`src/rtl/if_id_reg.sv`:
```
// if_id_reg: 2-entry skid buffer between fetch and decode, with a saturating decode-stall counter.
module if_id_reg #(
  parameter logic [31:0] NOP_INST = 32'h0000_0013
) (
  input  logic        clk,
  input  logic        rst,
  input  logic        if_valid,
  input  logic [63:0] if_pc,
  input  logic [31:0] if_inst,
  output logic        if_ready,
  input  logic        flush,
  output logic        id_valid,
  output logic [63:0] id_pc,
  output logic [31:0] id_inst,
  input  logic        id_ready,
  output logic [1:0]  occupancy,
  output logic [31:0] stall_cnt
);
  localparam logic [1:0] EMPTY = 2'd0, ONE = 2'd1, FULL = 2'd2;
  logic [1:0]  state_q, state_d;
  logic [63:0] head_pc_q, head_pc_d, skid_pc_q, skid_pc_d;
  logic [31:0] head_inst_q, head_inst_d, skid_inst_q, skid_inst_d, stall_q, stall_d;
  logic        push, pop, load_in, load_skid, take_skid;
  assign push = if_valid & if_ready;
  assign pop  = id_valid & id_ready;
  always_ff @(posedge clk or posedge rst) begin
    if (rst) begin
      state_q     <= EMPTY;
      head_pc_q   <= '0;
      head_inst_q <= NOP_INST;
      skid_pc_q   <= '0;
      skid_inst_q <= NOP_INST;
      stall_q     <= '0;
    end else begin
      state_q     <= state_d;
      head_pc_q   <= head_pc_d;
      head_inst_q <= head_inst_d;
      skid_pc_q   <= skid_pc_d;
      skid_inst_q <= skid_inst_d;
      stall_q     <= stall_d;
    end
  end
  // flush overrides every transition; a same-cycle pop is still a completed handshake
  always_comb begin
    state_d = flush ? EMPTY :
              state_q == EMPTY ? (push ? ONE : EMPTY) :
              state_q == ONE   ? (push && !pop ? FULL : !push && pop ? EMPTY : ONE) :
              (pop ? ONE : FULL);
  end
  always_comb begin
    id_valid  = state_q != EMPTY;
    if_ready  = !rst && state_q != FULL;
    occupancy = state_q;
    id_pc     = head_pc_q;
    id_inst   = id_valid ? head_inst_q : NOP_INST;
    stall_cnt = stall_q;
  end
  always_comb begin
    load_in     = !flush && push && (state_q == EMPTY || pop);
    load_skid   = !flush && push && state_q == ONE && !pop;
    take_skid   = !flush && pop && state_q == FULL;
    head_pc_d   = take_skid ? skid_pc_q : load_in ? if_pc : head_pc_q;
    head_inst_d = take_skid ? skid_inst_q : load_in ? if_inst : head_inst_q;
    skid_pc_d   = load_skid ? if_pc : skid_pc_q;
    skid_inst_d = load_skid ? if_inst : skid_inst_q;
    stall_d     = (id_valid && !id_ready && stall_q != 32'hFFFF_FFFF) ? stall_q + 32'd1 : stall_q;
  end
endmodule
```
`config.mk`:
```
export PLATFORM = sky130hd
export DESIGN_NAME = if_id_reg
export DESIGN_NICKNAME = d
export VERILOG_FILES = /design/src/rtl/if_id_reg.sv
export SDC_FILE = /design/constraint.sdc
export NUM_CORES = 1
export LEC_CHECK = 0
export BUFFER_PORTS_ARGS = -buffer_cell sky130_fd_sc_hd__buf_2
export CAP_MARGIN = 40
export CORE_ASPECT_RATIO = 1.4
export CORE_MARGIN = 3
export CORE_UTILIZATION = 40
export CTS_BUF_LIST = sky130_fd_sc_hd__clkbuf_4
export DETAILED_ROUTE_END_ITERATION = 7
export GPL_TIMING_DRIVEN = 0
export PLACE_DENSITY = 0.67
export RECOVER_POWER = 50
export SLEW_MARGIN = 5
export SYNTH_ARGS = -nofsm -noshare
export SYNTH_HDL_FRONTEND = slang
export SYNTH_SLANG_ARGS = --single-unit
```
`constraint.sdc`:
```
create_clock -name clk -period 19.65 [get_ports clk]
set_input_delay 1.965 -clock clk [delete_from_list [all_inputs] [get_ports clk]]
set_output_delay 1.965 -clock clk [all_outputs]
set_load 0.02 [all_outputs]
```
* After elaboration in Yosys (flattened, before gate mapping) *
Index checks and enable logic that the tools add are counted.

word-level totals
  register bits after elaboration = 226
  input port bits = 101
  word-level logic and storage cells = 45

operators by class
  add/subtract/negate cells = 1
  equality and inequality tests = 4
  multiplexer cells = 12
  bitwise gates (word level) = 2
  reduce and logical (&&, ||, !) cells = 20

operators with widths
  kind                                                  number
  2-to-1 mux 64 bit                                     2
  2-to-1 mux 32 bit                                     3
  adder 32 x 1 -> 32 bit (second input constant)        1
  inequality test 32 bit (second input constant)        1
  logical AND 1 bit                                     11
  2-to-1 mux 2 bit                                      5
  logical NOT 1 bit                                     5
  nonzero test 2 bit                                    2
  bitwise AND 1 bit                                     2
  equality test 2 x 1 -> 1 bit (second input constant)  1
  equality test 2 bit (second input constant)           1
  logical NOT 2 bit                                     1
  2-to-1 mux 1 bit                                      2
  inequality test 2 bit (second input constant)         1
  logical OR 1 bit                                      1

* Depth between registers and ports, before layout *
  depth in word-level cells = 10
  gate-level depth with buffers = 7
  gate-level depth less buffers = 6

* Worst setup path before layout *
Ideal clock, no wire load.

  path kind = in2reg
  from = input port rst
  to = register state_q[0] (netlist: occupancy[0])
  arrival time = 7.640 ns
  required time = 19.522 ns
  slack = 11.882 ns
  cell stages on the path = 6
  path buffers = 0
  cells stage by stage = inv_1 nand2_1 nor2_1 ha_1 a211oi_1 nor3_1

between the ends
  cells in the longest elaborated chain, start to end = 10
  elaborated cells on any way between the ends = 12
  those cells by class = mux: 6; bitwise: 1; reduce/logical: 5

ends and longest elaborated chain
  item                           line  RTL
  start: declaration             6     input logic rst,
  logical NOT 1 bit *            52    if_ready = !rst && state_q != FULL;
  logical AND 1 bit *            52
  bitwise AND 1 bit *            24    assign push = if_valid & if_ready;
  logical NOT 1 bit              47    state_q == ONE ? (push && !pop ? FULL : !push && pop ? EMPTY : ONE) :
  logical AND 1 bit              47
  2-to-1 mux 1 bit               47
  2-to-1 mux 2 bit (2 in a row)  47
  2-to-1 mux 2 bit *             46    state_q == EMPTY ? (push ? ONE : EMPTY) :
  2-to-1 mux 2 bit *             45    state_d = flush ? EMPTY :
  named net state_d[0]           20    logic [1:0] state_q, state_d;
  end signal: assignment         35    state_q <= state_d;
  end: declaration               20

Mark *: on every way through the listed nets, which the timed path passes. The rest lies on a longest branch.
A chain may end at the register's enable or synchronous reset.

==> results.sh <==
export IMPL_die_y_um=192.1
export IMPL_cp_end_kind="asynchronous set/reset pin"
export IMPL_crit_chain="clkbuf_1 > clkinvlp_2 > clkbuf_1"
export IMPL_leakagePower_nw=5.749
export IMPL_r2r_slack_ps=17120
export IMPL_async_flop_share_pct=100.0
export IMPL_powerDensity_mw_per_mm2=98.95
export IMPL_tns_ps=0
export IMPL_fmax_ghz=0.1493
export IMPL_tritoncts="yes"
export IMPL_synthFlopType="dfrtp_1"
export IMPL_cts_max_level=2
export IMPL_core_area_mm2=0.02414
export IMPL_gp_congestion=0.7982
export IMPL_hpwl_um=17560
export IMPL_r2r_end="stall_cnt[14]$_DFFE_PP0P_"
export IMPL_skew_ps=43.11
export IMPL_setup_viol=0
export IMPL_arrival_ps=6570
export IMPL_outcome="complete, but fails checks"
export IMPL_hp_class="reg -> reg"
export IMPL_synth_edf_count=0
export IMPL_cts_root_buf="clkbuf_4"
export IMPL_swShare_pct=29.47
export IMPL_rsz0062_at_grt="no"
export IMPL_port_buffers=231
export IMPL_syn_inst=821
export IMPL_synth_nets=924
export IMPL_numCtsBuffers=56
export IMPL_drc=0
export IMPL_ios=233
export IMPL_report_final_slew_viol_count=139
export IMPL_clock_latency_ps=680
export IMPL_grt_remaining_overflow=0
export IMPL_postCtsSetupBuffers=0
export IMPL_cpMostUsedCell="clkbuf_1"
export IMPL_clock_sinks=226
export IMPL_synth_distinct_cells=39
export IMPL_postCtsResizedCells=0
export IMPL_combPwrFrac_pct=18.6
export IMPL_fin_crit_sh_pct=34.09
export IMPL_grt_pass1_wl_um=40100
export IMPL_cp_max_fo=72
export IMPL_grt_max_degree=92
export IMPL_power_switching_mw=0.3542
export IMPL_start_util_pct=41.00
export IMPL_routed_wl_um=25080
export IMPL_post_drt_wl_per_cell_um=17.16
export IMPL_cp_top_family="buffers and inverters"
export IMPL_layout_drive_gt1_share_pct=39.72
export IMPL_cp_slowest_stage_delay_ps=2830
export IMPL_power_internal_mw=0.8477
export IMPL_area_growth_pct=22.70
export IMPL_via_count=7251
export IMPL_nets=1215
export IMPL_path_buf_inv=3
export IMPL_start_kind="primary input"
export IMPL_synth_top_area_share_pct=55.61
export IMPL_power_frac_seq_pct=49.5
export IMPL_hold_buffers=0
export IMPL_violations="capacitance limit, slew limit"
export IMPL_clk_pin_slew_worst_paths_ps=60
export IMPL_dr_pass1_iters=4
export IMPL_drv_cap=2
export IMPL_reg2reg_from="stall_cnt[0]$_DFFE_PP0P_"
export IMPL_antenna_left=0
export IMPL_rows=67
export IMPL_synth_yosys_warnings=0
export IMPL_die_area_mm2=0.02670
export IMPL_irDropWorstVdd_mv=0.06246
export IMPL_p_clk_share_pct=31.9
export IMPL_slew_limit_headroom_pct=-158.6
export IMPL_synth_area_per_cell_um2=12.06
export IMPL_hold_violations=0
export IMPL_viasPerCell=4.963
export IMPL_setup_worst_path_end="id_pc[13]$_DFFE_PP0P_"
export IMPL_yosys_top_cells_area="dfrtp_1 (56%), mux2_2 (11%), mux2i_1 (9.7%)"
export IMPL_grt_antenna_before_repair=6
export IMPL_startpoint="rst"
export IMPL_dp_cells=1364
export IMPL_die_w_um=139.0
export IMPL_ys_ff_latch=226
export IMPL_yosysMostFrequentCell="dfrtp_1"
export IMPL_reg2regPathDepth=7
export IMPL_path_class="in -> async"
export IMPL_crit_path_top_delay_cell="clkbuf_1"
export IMPL_synthTopCellsByCount="dfrtp_1 (220), nor2_1 (107), a21oi_1 (99)"
export IMPL_clockBufferDepth=3
export IMPL_instances_no_fill=1461
export IMPL_drt_iter0_markers=241
export IMPL_crit_cells=3
export IMPL_track_usage_pct=18.66
export IMPL_required_ps=19520
export IMPL_syn_area_mm2=0.009899
export IMPL_worst_pin_slew_ps=3879
export IMPL_first_global_vias=7633
export IMPL_yosysTopAreaCell="dfrtp_1"
export IMPL_min_period_ps=6699
export IMPL_yosysSeqAreaShare_pct=57.20
==> layout by cell type (no fill, tap or decap), types with 3 or more instances in the layout <==
cell	count
nand2_1	14
clkbuf_1	18
and2_1	33
mux2i_1	96
dfrtp_1	220
buf_4	5
nand2b_1	4
xnor2_1	26
clkbuf_4	82
clkinv_1	10
and3_1	8
mux2_2	97
nand3_1	11
buf_2	254
a21oi_1	99
diode_2	3
and4_1	3
dfstp_2	6
nor2_1	108
xor2_1	4
nand4_1	16
nor2b_1	3
==> stage by stage <==
| stage | utilization (%) | hold WS [ps] | total power, mW | instance area, um2 | setup WS (ps) |
|---|---|---|---|---|---|
| floorplan | - | 478.1 | 0.7431 | 9899 | 11490 |
| global placement | 47.40 | 485.8 | 0.8204 | 11440 | 8662 |
| detailed placement | 47.66 | 493.4 | 0.8310 | 11510 | 15300 |
| CTS | 50.51 | 506.9 | 1.227 | 12190 | 15040 |
| global route | 50.31 | 514.4 | 1.278 | 12150 | 11810 |
| finish | 50.31 | 504.6 | 1.202 | 12150 | 12950 |
==> flip-flops by register name (all words and copies together), names as in the netlist <==
name	flops
id_pc	64
skid_pc_q	64
head_inst_q	32
skid_inst_q	32
stall_cnt	32
occupancy	2
==> final cells by class <==
type | count | area, um2
Antenna cell | 3 | 7.507
Buffer | 47 | 226.5
Clock buffer | 82 | 615.6
Clock inverter | 12 | 72.57
Fill cell | 2303 | 12000
Inverter | 3 | 12.51
Multi-Input combinational cell | 545 | 3976
Sequential cell | 226 | 5663
Tap cell | 310 | 387.9
Timing Repair Buffer | 233 | 1185
==> worst min-delay path by stage <==
stage | cells past startpoint | endpoint | startpoint
finish | 1 | skid_inst_q[19]$_DFFE_PP0P_ | skid_inst_q[19]$_DFFE_PP0P_
detailed placement | 1 | skid_pc_q[50]$_DFFE_PP0P_ | skid_pc_q[50]$_DFFE_PP0P_
global placement | 1 | skid_pc_q[46]$_DFFE_PP0P_ | skid_pc_q[46]$_DFFE_PP0P_
global route | 1 | skid_pc_q[1]$_DFFE_PP0P_ | skid_pc_q[1]$_DFFE_PP0P_
floorplan | 2 | head_inst_q[0]$_DFFE_PP1P_ | head_inst_q[0]$_DFFE_PP1P_
CTS | 1 | skid_pc_q[1]$_DFFE_PP0P_ | skid_pc_q[1]$_DFFE_PP0P_
==> cell families (layout without fill, tap and decap cells) <==
group                    count (synthesis)  count (layout)  share of synthesized area (%)
buffers and inverters                   50             377                          2.502
AO/OA/AOI/OAI                          104             104                          5.435
XOR/XNOR                                30              30                          2.654
flip-flops                             226             226                          57.20
AND/OR/NAND/NOR                        216             216                          11.21
multiplexers                           193             193                          20.74
other                                    0               3                              0
adder cells (fa/ha/maj)                  2               2                         0.2527
==> power by group through the flow <==
stage | sequential (mW) | clock (mW) | combinational (mW)
after floorplan | 0.633 | 0 | 0.110
after global placement | 0.599 | 0 | 0.221
after detailed placement | 0.602 | 0 | 0.229
after CTS | 0.594 | 0.404 | 0.229
after global routing | 0.605 | 0.426 | 0.248
final | 0.594 | 0.384 | 0.224
==> layer usage <==
layer	up-vias	GRT usage (%)	part of all wire, %
met4	6	7.794	2.8
met3	49	5.554	6.3
met1	3553	20.98	38
li1	3452	-	-
met5	-	0	0.16
met2	191	33.07	52
No activity file was read; power rests on OpenSTA's default activity.
